===== src/rtl/peak_meter_pkg.sv =====
// Shared helpers for the peak_meter slice: widths, window length and sample magnitude.
// PEAK_ABS_EN selects signed two's-complement input with saturating |din|.
package peak_meter_pkg;

   localparam int MAG_W        = 32;
   localparam int WIN_LOG2_DEF = 9;
   localparam int WIN_LAST     = 2**WIN_LOG2_DEF - 1;

   function automatic int ch_width(input int channels);
      int w;
      if (channels > 1) begin
         w = $clog2(channels);
      end else begin
         w = 1;
      end
      return w;
   endfunction

   function automatic int win_last(input int win_log2);
      return (2**win_log2) - 1;
   endfunction

   // Operates on a zero-extended sample of width w (w < MAG_W).
   function automatic logic [MAG_W-1:0] magnitude(input logic [MAG_W-1:0] x, input int w);
      logic [MAG_W-1:0] mask;
      logic [MAG_W-1:0] v;
      logic [MAG_W-1:0] res;
`ifdef PEAK_ABS_EN
      logic [MAG_W-1:0] neg;
      logic [MAG_W-1:0] pos_max;
`endif
      mask = (32'd1 << w) - 32'd1;
      v    = x & mask;
`ifdef PEAK_ABS_EN
      pos_max = (32'd1 << (w - 1)) - 32'd1;
      if (v[w-1]) begin
         neg = (~v + 32'd1) & mask;
         // The most-negative code has no positive twin; clamp it.
         if (neg > pos_max) begin
            res = pos_max;
         end else begin
            res = neg;
         end
      end else begin
         res = v;
      end
`else
      res = v;
`endif
      return res;
   endfunction

endpackage


===== src/rtl/peak_meter_if.sv =====
// Sample stream in / published peaks out for peak_meter.
interface peak_meter_if
   import peak_meter_pkg::*;
#(
   parameter int BUS_WIDTH = 12,
   parameter int CHANNELS  = 2
);
   localparam int CH_W = ch_width(CHANNELS);

   logic                          clr;
   logic                          din_valid;
   logic [CH_W-1:0]               din_ch;
   logic [BUS_WIDTH-1:0]          din;
   logic [CHANNELS*BUS_WIDTH-1:0] peak_out;
   logic                          peak_valid;

   modport master (
      output clr, din_valid, din_ch, din,
      input  peak_out, peak_valid
   );

   modport slave (
      input  clr, din_valid, din_ch, din,
      output peak_out, peak_valid
   );

endinterface


===== src/rtl/peak_meter_channel.sv =====
// One channel's running maximum with a fresh flag that makes the next sample overwrite it.
module peak_channel
   import peak_meter_pkg::*;
#(
   parameter int BUS_WIDTH = 12
)(
   input  logic                 dclk,
   input  logic                 rst,
   input  logic                 accept_i,
   input  logic                 first_i,
   input  logic [BUS_WIDTH-1:0] m_i,
   output logic [BUS_WIDTH-1:0] max_next_o
);

   logic [BUS_WIDTH-1:0] max_q;
   logic [BUS_WIDTH-1:0] max_d;
   logic                 fresh_q;
   logic                 fresh_d;

   always_comb begin
      max_d   = max_q;
      fresh_d = fresh_q;
      if (accept_i) begin
         if (fresh_q || (m_i > max_q)) begin
            max_d = m_i;
         end else begin
            max_d = max_q;
         end
         fresh_d = 1'b0;
      end else begin
         max_d = max_q;
      end
      // A window restart re-arms the flag even when this channel also sampled.
      if (first_i) begin
         fresh_d = 1'b1;
      end else begin
         fresh_d = fresh_d;
      end
   end

   assign max_next_o = max_d;

   always_ff @(posedge dclk or posedge rst) begin
      if (rst) begin
         max_q   <= {BUS_WIDTH{1'b0}};
         fresh_q <= 1'b1;
      end else begin
         max_q   <= max_d;
         fresh_q <= fresh_d;
      end
   end

endmodule


===== src/rtl/peak_meter.sv =====
// Multi-channel windowed peak detector: frame counting, window close/clr decode, peak register.
// Build option PEAK_ABS_EN: treat din as signed and track |din|.
module peak_meter
   import peak_meter_pkg::*;
#(
   parameter int BUS_WIDTH = 12,
   parameter int CHANNELS  = 2,
   parameter int WIN_LOG2  = WIN_LOG2_DEF
)(
   input  logic         dclk,
   input  logic         rst,
   peak_meter_if.slave  bus
);

   localparam int                  CH_W       = ch_width(CHANNELS);
   localparam logic [CH_W:0]       CH_LIMIT   = CHANNELS[CH_W:0];
   localparam logic [CH_W-1:0]     LAST_CH    = CH_W'(CHANNELS - 1);
   localparam logic [WIN_LOG2-1:0] LAST_FRAME = WIN_LOG2'(win_last(WIN_LOG2));

   logic                          accept_s;
   logic                          frame_end_s;
   logic                          close_s;
   logic                          first_s;
   logic [WIN_LOG2-1:0]           cnt_q;
   logic [WIN_LOG2-1:0]           cnt_d;
   logic [CHANNELS*BUS_WIDTH-1:0] max_next_s;
   logic [CHANNELS*BUS_WIDTH-1:0] peak_q;
   logic [CHANNELS*BUS_WIDTH-1:0] peak_d;
   logic                          peak_valid_q;
   logic                          peak_valid_d;
   logic [MAG_W-1:0]              mag_full_s;
   logic [BUS_WIDTH-1:0]          m_s;
   logic                          unused_mag_hi_s;

   assign mag_full_s      = magnitude({{(MAG_W-BUS_WIDTH){1'b0}}, bus.din}, BUS_WIDTH);
   assign m_s             = mag_full_s[BUS_WIDTH-1:0];
   assign unused_mag_hi_s = ^mag_full_s[MAG_W-1:BUS_WIDTH];

   // clr discards the same-cycle sample, so it also suppresses frame end and close.
   always_comb begin
      accept_s    = 1'b0;
      frame_end_s = 1'b0;
      close_s     = 1'b0;
      if (bus.din_valid && ({1'b0, bus.din_ch} < CH_LIMIT) && !bus.clr) begin
         accept_s = 1'b1;
      end else begin
         accept_s = 1'b0;
      end
      if (accept_s && (bus.din_ch == LAST_CH)) begin
         frame_end_s = 1'b1;
      end else begin
         frame_end_s = 1'b0;
      end
      if (frame_end_s && (cnt_q == LAST_FRAME)) begin
         close_s = 1'b1;
      end else begin
         close_s = 1'b0;
      end
   end

   assign first_s = close_s | bus.clr;

   for (genvar g = 0; g < CHANNELS; g++) begin : g_ch
      logic sel_s;
      assign sel_s = accept_s && (bus.din_ch == CH_W'(g));
      peak_channel #(
         .BUS_WIDTH (BUS_WIDTH)
      ) u_ch (
         .dclk       (dclk),
         .rst        (rst),
         .accept_i   (sel_s),
         .first_i    (first_s),
         .m_i        (m_s),
         .max_next_o (max_next_s[g*BUS_WIDTH +: BUS_WIDTH])
      );
   end

   always_comb begin
      cnt_d        = cnt_q;
      peak_d       = peak_q;
      peak_valid_d = 1'b0;
      if (bus.clr) begin
         cnt_d = {WIN_LOG2{1'b0}};
      end else if (frame_end_s) begin
         cnt_d = cnt_q + WIN_LOG2'(1'b1);
      end else begin
         cnt_d = cnt_q;
      end
      // Publish max_next so the closing sample is already merged.
      if (close_s) begin
         peak_d       = max_next_s;
         peak_valid_d = 1'b1;
      end else begin
         peak_d       = peak_q;
         peak_valid_d = 1'b0;
      end
   end

   always_ff @(posedge dclk or posedge rst) begin
      if (rst) begin
         cnt_q        <= {WIN_LOG2{1'b0}};
         peak_q       <= {(CHANNELS*BUS_WIDTH){1'b0}};
         peak_valid_q <= 1'b0;
      end else begin
         cnt_q        <= cnt_d;
         peak_q       <= peak_d;
         peak_valid_q <= peak_valid_d;
      end
   end

   assign bus.peak_out   = peak_q;
   assign bus.peak_valid = peak_valid_q;

endmodule

===== src/flat_wrapper.sv =====
// flat-port wrapper written by rule: the top's interface ports become plain ports
module peak_meter_flat import peak_meter_pkg::*;
#(
   parameter int BUS_WIDTH = 12,
   parameter int CHANNELS  = 2,
   parameter int WIN_LOG2  = WIN_LOG2_DEF
)
  (dclk, rst, bus_clr, bus_din_valid, bus_din_ch, bus_din, bus_peak_out, bus_peak_valid);
  peak_meter_if #(.BUS_WIDTH(BUS_WIDTH), .CHANNELS(CHANNELS)) bus_i ();
  input  logic dclk;
  input  logic rst;
  input wire logic [$bits(bus_i.clr)-1:0] bus_clr;
  input wire logic [$bits(bus_i.din_valid)-1:0] bus_din_valid;
  input wire logic [$bits(bus_i.din_ch)-1:0] bus_din_ch;
  input wire logic [$bits(bus_i.din)-1:0] bus_din;
  output wire logic [$bits(bus_i.peak_out)-1:0] bus_peak_out;
  output wire logic [$bits(bus_i.peak_valid)-1:0] bus_peak_valid;
  assign bus_i.clr = bus_clr;
  assign bus_i.din_valid = bus_din_valid;
  assign bus_i.din_ch = bus_din_ch;
  assign bus_i.din = bus_din;
  assign bus_peak_out = bus_i.peak_out;
  assign bus_peak_valid = bus_i.peak_valid;
  peak_meter #(.BUS_WIDTH(BUS_WIDTH), .CHANNELS(CHANNELS), .WIN_LOG2(WIN_LOG2)) u_core (.dclk(dclk), .rst(rst), .bus(bus_i));
endmodule

===== config.mk =====
export PLATFORM = sky130hd
export DESIGN_NAME = peak_meter_flat
export DESIGN_NICKNAME = d
export VERILOG_FILES = /design/src/rtl/peak_meter_pkg.sv /design/src/rtl/peak_meter_if.sv /design/src/rtl/peak_meter_channel.sv /design/src/rtl/peak_meter.sv /design/src/flat_wrapper.sv
export SDC_FILE = /design/constraint.sdc
export NUM_CORES = 1
export LEC_CHECK = 0
export BUFFER_PORTS_ARGS = -buffer_cell sky130_fd_sc_hd__buf_2
export CORE_MARGIN = 10
export CORE_UTILIZATION = 35
export DETAILED_ROUTE_END_ITERATION = 12
export REMOVE_ABC_BUFFERS = 1
export SYNTH_ARGS = -nofsm -noshare
export SYNTH_HDL_FRONTEND = slang
export SYNTH_SLANG_ARGS = --single-unit

===== constraint.sdc =====
create_clock -name dclk -period 6.38 [get_ports dclk]
set_input_delay 0.957 -clock dclk [delete_from_list [all_inputs] [get_ports dclk]]
set_output_delay 0.957 -clock dclk [all_outputs]
set_load 0.1 [all_outputs]

==> results of run 1 <==
[power groups by stage]
| stage | registers, mW | clock network, mW | logic (mW) |
|---|---|---|---|
| final | 0.441 | 0.337 | 0.158 |
| after detailed placement | 0.448 | 0 | 0.160 |
| after floorplan | 0.440 | 0 | 0.118 |
| after global routing | 0.445 | 0.363 | 0.186 |
| after CTS | 0.440 | 0.345 | 0.162 |
| after global placement | 0.447 | 0 | 0.156 |
[tightest hold or removal path, delay by kind of cell (launching register included)]
kind             cells  cell delay (ns)
flip-flops           1             0.34
AO/OA/AOI/OAI        1             0.06
AND/OR/NAND/NOR      1             0.05
[metal layers]
layer | up-vias | global-route usage (%) | wire length [um]
met2 | 36 | 17.0 | 3010
met5 | - | 0 | 0
met4 | 0 | 3.55 | 72
met3 | 8 | 3.20 | 296
li1 | 1067 | - | -
met1 | 1048 | 14.8 | 3410
[per-stage QoR]
step	setup WS, ns	instance area (um^2)
floorplan	3.25	3000
global placement	3.07	3370
detailed placement	3.02	3370
CTS	3.37	3560
global route	3.24	3560
finish	3.39	3560
[cells in the final DEF, fill, tap and decap left out, types with 2 or more instances in the layout]
cell type,instances
a211o_1,2
dfrtp_1,58
a21oi_1,11
or3_2,2
clkinv_2,3
buf_2,41
dfstp_2,2
or3_1,8
o21ai_0,14
and3_1,2
nor2_1,9
nand3_1,4
mux2_2,23
clkbuf_8,10
nand2b_1,4
nand3b_1,2
xor2_1,6
a21o_1,2
inv_1,24
o211ai_1,2
nand4_1,7
ha_1,26
o221a_2,12
nor3_1,2
nor2b_1,4
nand2_1,29
buf_4,4
[logic make-up after synthesis]
group                      after synthesis
AOI/OAI and AO/OA                       47
xor gates and xnor gates                 7
adders and majority gates               26
buffers and inverters                   35
DFF                                     60
muxes                                   23
and+or+nand+nor                         79
[state kept, by name (all words and copies together) (netlist names)]
name                      cells
u_core.bus.peak_out          24
u_core.cnt_q                  9
u_core.g_ch.u_ch.fresh_q      2
u_core.bus.peak_valid         1
u_core.g_ch.u_ch.max_q       24
[area by class of cell]
class	instances	area, um^2
clock buffers	10	138
clock inverters	5	52.6
fillers	887	5080
inverters	25	93.8
multi-input cells	182	1400
flip-flops and latches	60	1500
well taps	108	135
repair buffers	45	235
[worst min path at each step]
stage,end,startpoint
after CTS,u_core.bus.peak_out[4],u_core.bus.peak_out[4]
after detailed placement,u_core.bus.peak_out[4],u_core.bus.peak_out[4]
final,u_core.bus.peak_out[4],u_core.bus.peak_out[4]
after global routing,u_core.bus.peak_out[3],u_core.bus.peak_out[3]
after global placement,u_core.bus.peak_out[9],u_core.bus.peak_out[9]
after floorplan,u_core.bus.peak_out[0],u_core.g_ch[0].u_ch.max_q[0]
==> flow_summary.ini, run 1 <==
[status]
status = finished, final reports clean

[synth]
syn_area_mm2 = 0.00307
muxShareOfSynthArea_pct = 8.43
synth_area_per_cell_um2 = 11.1
synth_most_common_cell = dfrtp_1
synth_edf_count = 0
synth-compound-area-share_pct = 11.6
yosys_warnings = 0
synth_xor_area_share_pct = 2.00
syn_inst = 277
synthFlopType = dfrtp_1
synth-seq-cells = 60
synthArstFlopShare_pct = 100
yosysUniqueCellTypes = 37
synth_fa_ha_area_share_pct = 10.6
synthTopCellsByCount = 58 x dfrtp_1, 29 x nand2_1, 26 x ha_1
synth_area_leaders = dfrtp_1 47%, ha_1 11%, mux2_2 8.4%, o221a_2 4.4%, nand2_1 3.5%
yosys.area_share.simple_pct = 12.9
ys_seq_area_share_pct = 48.9
synth_top_area_share_pct = 47.2
synth_largest_area_cell = dfrtp_1
synth_top_family_by_area = simple AND/OR/NAND/NOR gates

[floorplan]
core_mm2 = 0.00864
core.rowCount = 34
fp.dieW_um = 114
die_h_um = 114
die_area_mm2 = 0.0129
pin_count = 42
initial_utilization_pct = 35.6

[critical_path]
cp_slowest_cell = o41ai_2
crit_chain = buf_2 -> ha_1 -> nor2b_1 -> o211ai_1 -> a211o_1 -> nand2_1 -> o41ai_2 -> buf_4 -> mux2_2
r2r_slack_ns = 3.56
worstSetupPathType = in2reg
reg2regPathDepth = 9
crit_cells = 9
end_kind = register
crit_family = compound AO/OA/AOI/OAI gates
required_ns = 6.60
critPathBufInv = 2
crit_end = u_core.g_ch[0].u_ch.max_q[4]
crit_start = bus_din[1]
reg2reg_to = u_core.bus.peak_out[19]
crit_fanout = 8
cp_slowest_stage_delay_ns = 0.64
cp_data_arrival_time_ns = 3.21
crit_path_start_kind = input port
r2r_start = u_core.cnt_q[2]

[pwr]
switching_share_pct = 27.6
p_int_mw = 0.678
ir_drop_mv = 0.136
power.switching_mw = 0.259
power.leakage_nw = 1.78
pwr-share-comb_pct = 16.9
pwr-share-clk_pct = 36.0
seqPwrFrac_pct = 47.1
power.total_mw = 0.937
p_per_area_mw_per_mm2 = 263

[clock_network]
clock_latency_ns = 0.33
cts_root_buffer = clkbuf_8
cts_buffers = 9
ctsResizeCount = 0
clk_path_buf_depth = 2
cts_tree = yes
post-cts-setup-buffers = 0
h-tree-depth = 3
postCtsHoldBufs = 0
clk_pin_slew_ns = 0.07
clock-sinks = 60

[routing]
dr.pass1.iters = 4
vias = 2159
wl_mm = 6.79
drc = 0
wl_per_cell_um = 15.6
ant_nets = 0
drt_first_iter_violations = 89
via_per_inst = 4.96

[placement]
portBuffers = 41
placed_cells = 420
dp_hpwl_mm = 4.88
place_congestion = 0.767

[timing]
timing.slew.headroom_pct = 48.4
hold_violations = 0
tightest_slew_ns = 0.774
rsz0062_at_grt = false
finalSetupViolCount = 0
fin_skew_ns = 0.00678
maxSlewViolCount = 0
period_needed_ns = 2.99
setup_tns_ns = 0
finalCritPeriodShare_pct = 46.9
fmax_mhz = 335
fin_hold_ws_ns = 0.476

[grt]
grt-ovfl-total = 0
grt_max_degree = 61
antenna_found_initial = 0
grt_pass1_vias = 2276
grt_pass1_wl_mm = 11.7
grt.total_usage_pct = 11.2

[layout]
drive_gt1_share_pct = 32.1
stdcell_count = 435
fin_util_pct = 41.2
num_antenna_cells = 0
nNetsFinal = 366
area_growth_pct = 15.8

[flow_run]
maxCapViolations = 0

[hold_path]
hp-class = reg2reg
min_path_cells = 2
No activity file was read; power rests on OpenSTA's default activity.
==> inputs of run 2 (changes only) <==
==> constraint.sdc (replaced) <==
create_clock -name dclk -period 2.9 [get_ports dclk]
set_input_delay 0.435 -clock dclk [delete_from_list [all_inputs] [get_ports dclk]]
set_output_delay 0.435 -clock dclk [all_outputs]
set_load 0.1 [all_outputs]
==> run 2 against run 1 <==
Cell area rose by 2.3%. Setup slack got worse by 2.9 ns. Register-to-register slack got worse by 3.1 ns. Critical endpoint is now u_core.g_ch[1].u_ch.max_q[6]. Largest cell class unchanged. Largest power group unchanged. Highest routed layer unchanged.
==> flow_summary.ini, run 2 (synthesis gave the netlist of run 1 again) <==
[pwr]
p_int_mw = 1.63
switching_share_pct = 25.6
p_per_area_mw_per_mm2 = 603
power.leakage_nw = 1.83
ir_drop_mv = 0.337
pwr-share-clk_pct = 39.7
power.switching_mw = 0.562
seqPwrFrac_pct = 44.1
pwr-share-comb_pct = 16.2

[clock_network]
clock-sinks = 60
cts_buffers = 9
cts_root_buffer = clkbuf_8
ctsResizeCount = 0
h-tree-depth = 3
cts_tree = yes
postCtsHoldBufs = 0
post-cts-setup-buffers = 0
clk_path_buf_depth = 2
clk_pin_slew_ns = 0.06
clock_latency_ns = 0.34

[critical_path]
crit_end = u_core.g_ch[1].u_ch.max_q[6]
crit_start = u_core.g_ch[1].u_ch.max_q[10]
crit_chain = inv_1 -> ha_1 -> nand4_1 -> or2_1 -> or3_1 -> o311ai_2 -> buf_4 -> mux2_2
crit_fanout = 15
crit_cells = 8
end_kind = register
crit_family = simple AND/OR/NAND/NOR gates
reg2reg_to = u_core.g_ch[1].u_ch.max_q[6]
critPathBufInv = 2
worstSetupPathType = reg2reg
cp_slowest_stage_delay_ns = 0.38
crit_path_start_kind = register
r2r_start = u_core.g_ch[1].u_ch.max_q[10]
required_ns = 3.12
r2r_slack_ns = 0.49
cp_slowest_cell = or3_1
cp_data_arrival_time_ns = 2.62
reg2regPathDepth = 8

[layout]
nNetsFinal = 371
final_cell_mix = 58 x dfrtp_1, 41 x buf_2, 29 x nand2_1, 26 x ha_1, 24 x inv_1
area_growth_pct = 18.5
fin_util_pct = 42.2
drive_gt1_share_pct = 33.3
num_antenna_cells = 0
mostFrequentLayoutCell = dfrtp_1

[timing]
fin_hold_ws_ns = 0.323
maxSlewViolCount = 0
finalCritPeriodShare_pct = 83.0
timing.slew.headroom_pct = 34.9
hold_violations = 0
finalSetupViolCount = 0
fmax_mhz = 416
period_needed_ns = 2.41
rsz0062_at_grt = false
fin_skew_ns = 0.00733
setup_tns_ns = 0
tightest_slew_ns = 0.975

[flow_run]
maxCapViolations = 0

[placement]
place_congestion = 0.776
portBuffers = 41
dp_hpwl_mm = 4.97

[status]
status = finished, final reports clean

[routing]
wl_mm = 6.71
via_per_inst = 4.93
vias = 2175
ant_nets = 0
drc = 0
wl_per_cell_um = 15.2
dr.pass1.iters = 5
drt_first_iter_violations = 52

[grt]
grt_pass1_wl_mm = 11.6
grt_pass1_vias = 2320
grt-ovfl-total = 0
grt.total_usage_pct = 11.2
grt_max_degree = 48
antenna_found_initial = 0

[floorplan]
initial_utilization_pct = 35.6
fp.dieW_um = 114
pin_count = 42
core_mm2 = 0.00864
die_area_mm2 = 0.0129
core.rowCount = 34
die_h_um = 114

[hold_path]
hp-class = in2async
-- run 2: routing by layer --
metal,share of wire (%),vias to the layer above,global-route usage (%)
met3,3.6,8,3.04
met5,0,-,0
li1,-,1080,-
met4,1.5,0,4.57
met1,50,1053,14.8
met2,45,34,16.8
-- run 2: final cells by class --
type / instances / area, um^2
tap: 108 / 135
clock buffer: 12 / 165
clock inverter: 4 / 70.1
inverter: 25 / 93.8
timing repair buffer: 50 / 273
multi-input combinational: 182 / 1400
fill: 860 / 4990
sequential: 60 / 1500
-- run 2: worst reg2reg max path: cells and delay by family, from the launching register on --
kind	cells	cell delay, ns
AO/OA/AOI/OAI	1	0.11
flip-flops	1	0.36
AND/OR/NAND/NOR	3	0.82
adder cells (fa/ha/maj)	1	0.31
buffers and inverters	2	0.32
multiplexers	1	0.36
-- run 2: worst min-delay path by stage --
stage / slack (ns) / to
final: 0.32 / u_core.bus.peak_out[9]
after global routing: 0.37 / u_core.g_ch[0].u_ch.max_q[0]
after CTS: 0.35 / u_core.bus.peak_out[9]
after detailed placement: 0.47 / u_core.bus.peak_out[10]
after global placement: 0.46 / u_core.bus.peak_out[2]
after floorplan: 0.46 / u_core.bus.peak_out[0]
-- run 2: power groups by stage --
stage | Sequential [mW] | Combinational, mW | Clock (mW)
after global routing | 0.982 | 0.407 | 0.934
after CTS | 0.969 | 0.362 | 0.901
final | 0.969 | 0.355 | 0.872
after global placement | 0.981 | 0.351 | 0
after detailed placement | 0.985 | 0.355 | 0
after floorplan | 0.969 | 0.260 | 0
-- run 2: stage by stage --
stage | setup WS [ns] | power, mW | instance area, um^2 | std cells
after floorplan | 0.295 | 1.23 | 3000 | 267
final | 0.494 | 2.20 | 3640 | 441
after global placement | 0.406 | 1.33 | 3410 | 425
after CTS | 0.492 | 2.23 | 3640 | 441
after global routing | 0.365 | 2.32 | 3640 | 441
after detailed placement | 0.349 | 1.34 | 3410 | 425
==> inputs of run 3 (changes only) <==
==> constraint.sdc (replaced) <==
create_clock -name dclk -period 2.3 [get_ports dclk]
set_input_delay 0.345 -clock dclk [delete_from_list [all_inputs] [get_ports dclk]]
set_output_delay 0.345 -clock dclk [all_outputs]
set_load 0.1 [all_outputs]
==> run 3 against run 2 <==
The flow now finishes with violations (negative setup slack). Largest power group unchanged. Global-route usage rose by 0.25 points. Utilization up 4.3 points. Register-to-register slack lost 0.51 ns. First-iteration DRC count up 63%. Clock skew is 0.0017 ns higher. Hold slack worse by 0.30 ns. Flip-flop and latch count stayed put.
==> flow_summary.ini, run 3 (synthesis gave the netlist of run 1 again) <==
[layout]
area_growth_pct = 30.6
mostFrequentLayoutCell = dfrtp_1
drive_gt1_share_pct = 41.4
final-seq-area_mm2 = 0.00150
fin_area_mm2 = 0.00401
nNetsFinal = 393
num-fill-cells = 804
stdcell_count = 463
multi_input_area_mm2 = 0.00161
num_antenna_cells = 0
final_cell_mix = 58 x dfrtp_1, 42 x buf_2, 28 x nand2_1, 25 x buf_4, 21 x inv_1

[pwr]
p_per_area_mw_per_mm2 = 709
ir_drop_mv = 0.492
power.total_mw = 2.84
power.leakage_nw = 2.03

[critical_path]
crit_chain = inv_2 -> ha_4 -> nand4_1 -> or2_4 -> or3_4 -> o311ai_4 -> buf_6 -> mux2_2
r2r_slack_ns = -0.01
required_ns = 2.52
cp_slowest_cell = dfrtp_1
cp_data_arrival_time_ns = 2.54
crit_fanout = 7
end_kind = register
worstSetupPathType = reg2reg
crit_path_start_kind = register
cp_slowest_stage_delay_ns = 0.39

[timing]
maxSlewViolCount = 0
fin_skew_ns = 0.00908
period_needed_ns = 2.31
worst_slack_ns = -0.0139
hold_violations = 0
finalSetupViolCount = 4
fmax_mhz = 432
fin_hold_ws_ns = 0.0200
tightest_slew_ns = 0.485
finalCritPeriodShare_pct = 101
rsz0062_at_grt = true
setup_tns_ns = -0.0475
timing.slew.headroom_pct = 67.6

[clock_network]
clk_pin_slew_ns = 0.07
h-tree-depth = 3
cts_buffers = 9
clk_path_buf_depth = 2
clock-sinks = 60
cts_root_buffer = clkbuf_8
cts_tree = yes
postCtsHoldBufs = 0
clock_latency_ns = 0.34

[routing]
drt_first_iter_violations = 85
drc = 0
wl_mm = 7.42
wl_per_cell_um = 16.0
dr.pass1.iters = 4
vias = 2289
ant_nets = 0
via_per_inst = 4.94

[grt]
grt_pass1_wl_mm = 11.8
grt_max_degree = 40
grt-ovfl-total = 0
antenna_found_initial = 0
grt_pass1_vias = 2437
grt.total_usage_pct = 11.4

[status]
violations = negative setup slack
status = complete, but fails checks

[floorplan]
die_h_um = 114
core_mm2 = 0.00864
fp.dieW_um = 114
pin_count = 42
die_area_mm2 = 0.0129
initial_utilization_pct = 35.6
core.rowCount = 34

[placement]
dp_hpwl_mm = 5.25
place_congestion = 0.779
placed_cells = 440
portBuffers = 41
postPlaceCellArea_mm2 = 0.00354

[flow_run]
maxCapViolations = 0

[hold_path]
hp-class = in2async
run 3: changes by cell type in the layout (fill, tap and decap cells not counted), moves of 3 or more:
cell,change
inv_2,+3
mux2_2,-16
buf_4,+16
inv_1,-3
ha_1,-6
mux2_4,+16
buf_6,+3
ha_4,+6
run 3: cell type report:
| cell class | count | area share (%) |
|---|---|---|
| clock inverters | 4 | 1.18 |
| well taps | 108 | 3.37 |
| inverters | 25 | 2.34 |
| multi-input cells | 182 | 40.0 |
| clock buffers | 12 | 3.87 |
| flip-flops and latches | 60 | 37.5 |
| repair buffers | 72 | 11.8 |
run 3: critical path, delay by kind of cell (launching register included):
family / cells / cell delay, ns
buffers and inverters: 2 / 0.27
AND/OR/NAND/NOR: 3 / 0.78
AO/OA/AOI/OAI: 1 / 0.14
flip-flops: 1 / 0.39
adder cells (fa/ha/maj): 1 / 0.26
multiplexers: 1 / 0.33
run 3: worst paths after layout:
| kind | start | end | depth (start not counted) |
|---|---|---|---|
| worst max-delay path | u_core.g_ch[1].u_ch.max_q[11] | u_core.g_ch[1].u_ch.max_q[5] | 8 |
| worst min-delay path | rst | u_core.g_ch[0].u_ch.max_q[9] | 2 |
| worst max register to register | u_core.g_ch[1].u_ch.max_q[11] | u_core.g_ch[1].u_ch.max_q[5] | 8 |
| worst min register to register | u_core.bus.peak_out[0] | u_core.bus.peak_out[0] | 2 |
| max in group asynchronous | rst | u_core.bus.peak_out[18] | 3 |
| min in group dclk | bus_din[0] | u_core.g_ch[0].u_ch.max_q[0] | 2 |
run 3: where the power goes:
part / switching (mW) / total (mW) / internal [mW]
clock network: 0.410 / 0.966 / 0.556
logic: 0.309 / 0.649 / 0.341
registers: 0.0708 / 1.23 / 1.16
total: 0.790 / 2.84 / 2.05
run 3: metal layers:
layer	global-route usage, %	wire length [um]
met4	4.82	106
met1	14.4	3530
met5	0	0
met2	18.0	3490
met3	3.15	289
run 3: what timing repair did:
action	CTS	global route
resized for setup	3	42
setup buffers	0	5
cloned	0	2
setup endpoints to repair	19	34
pin swaps	0	7
run 3: metrics by stage:
stage,util [%],worst slack [ns]
after floorplan,-,-0.232
after global placement,41.0,-0.188
after detailed placement,41.0,-0.209
after CTS,43.6,-0.0284
after global routing,46.5,-0.0918
final,46.5,-0.0139
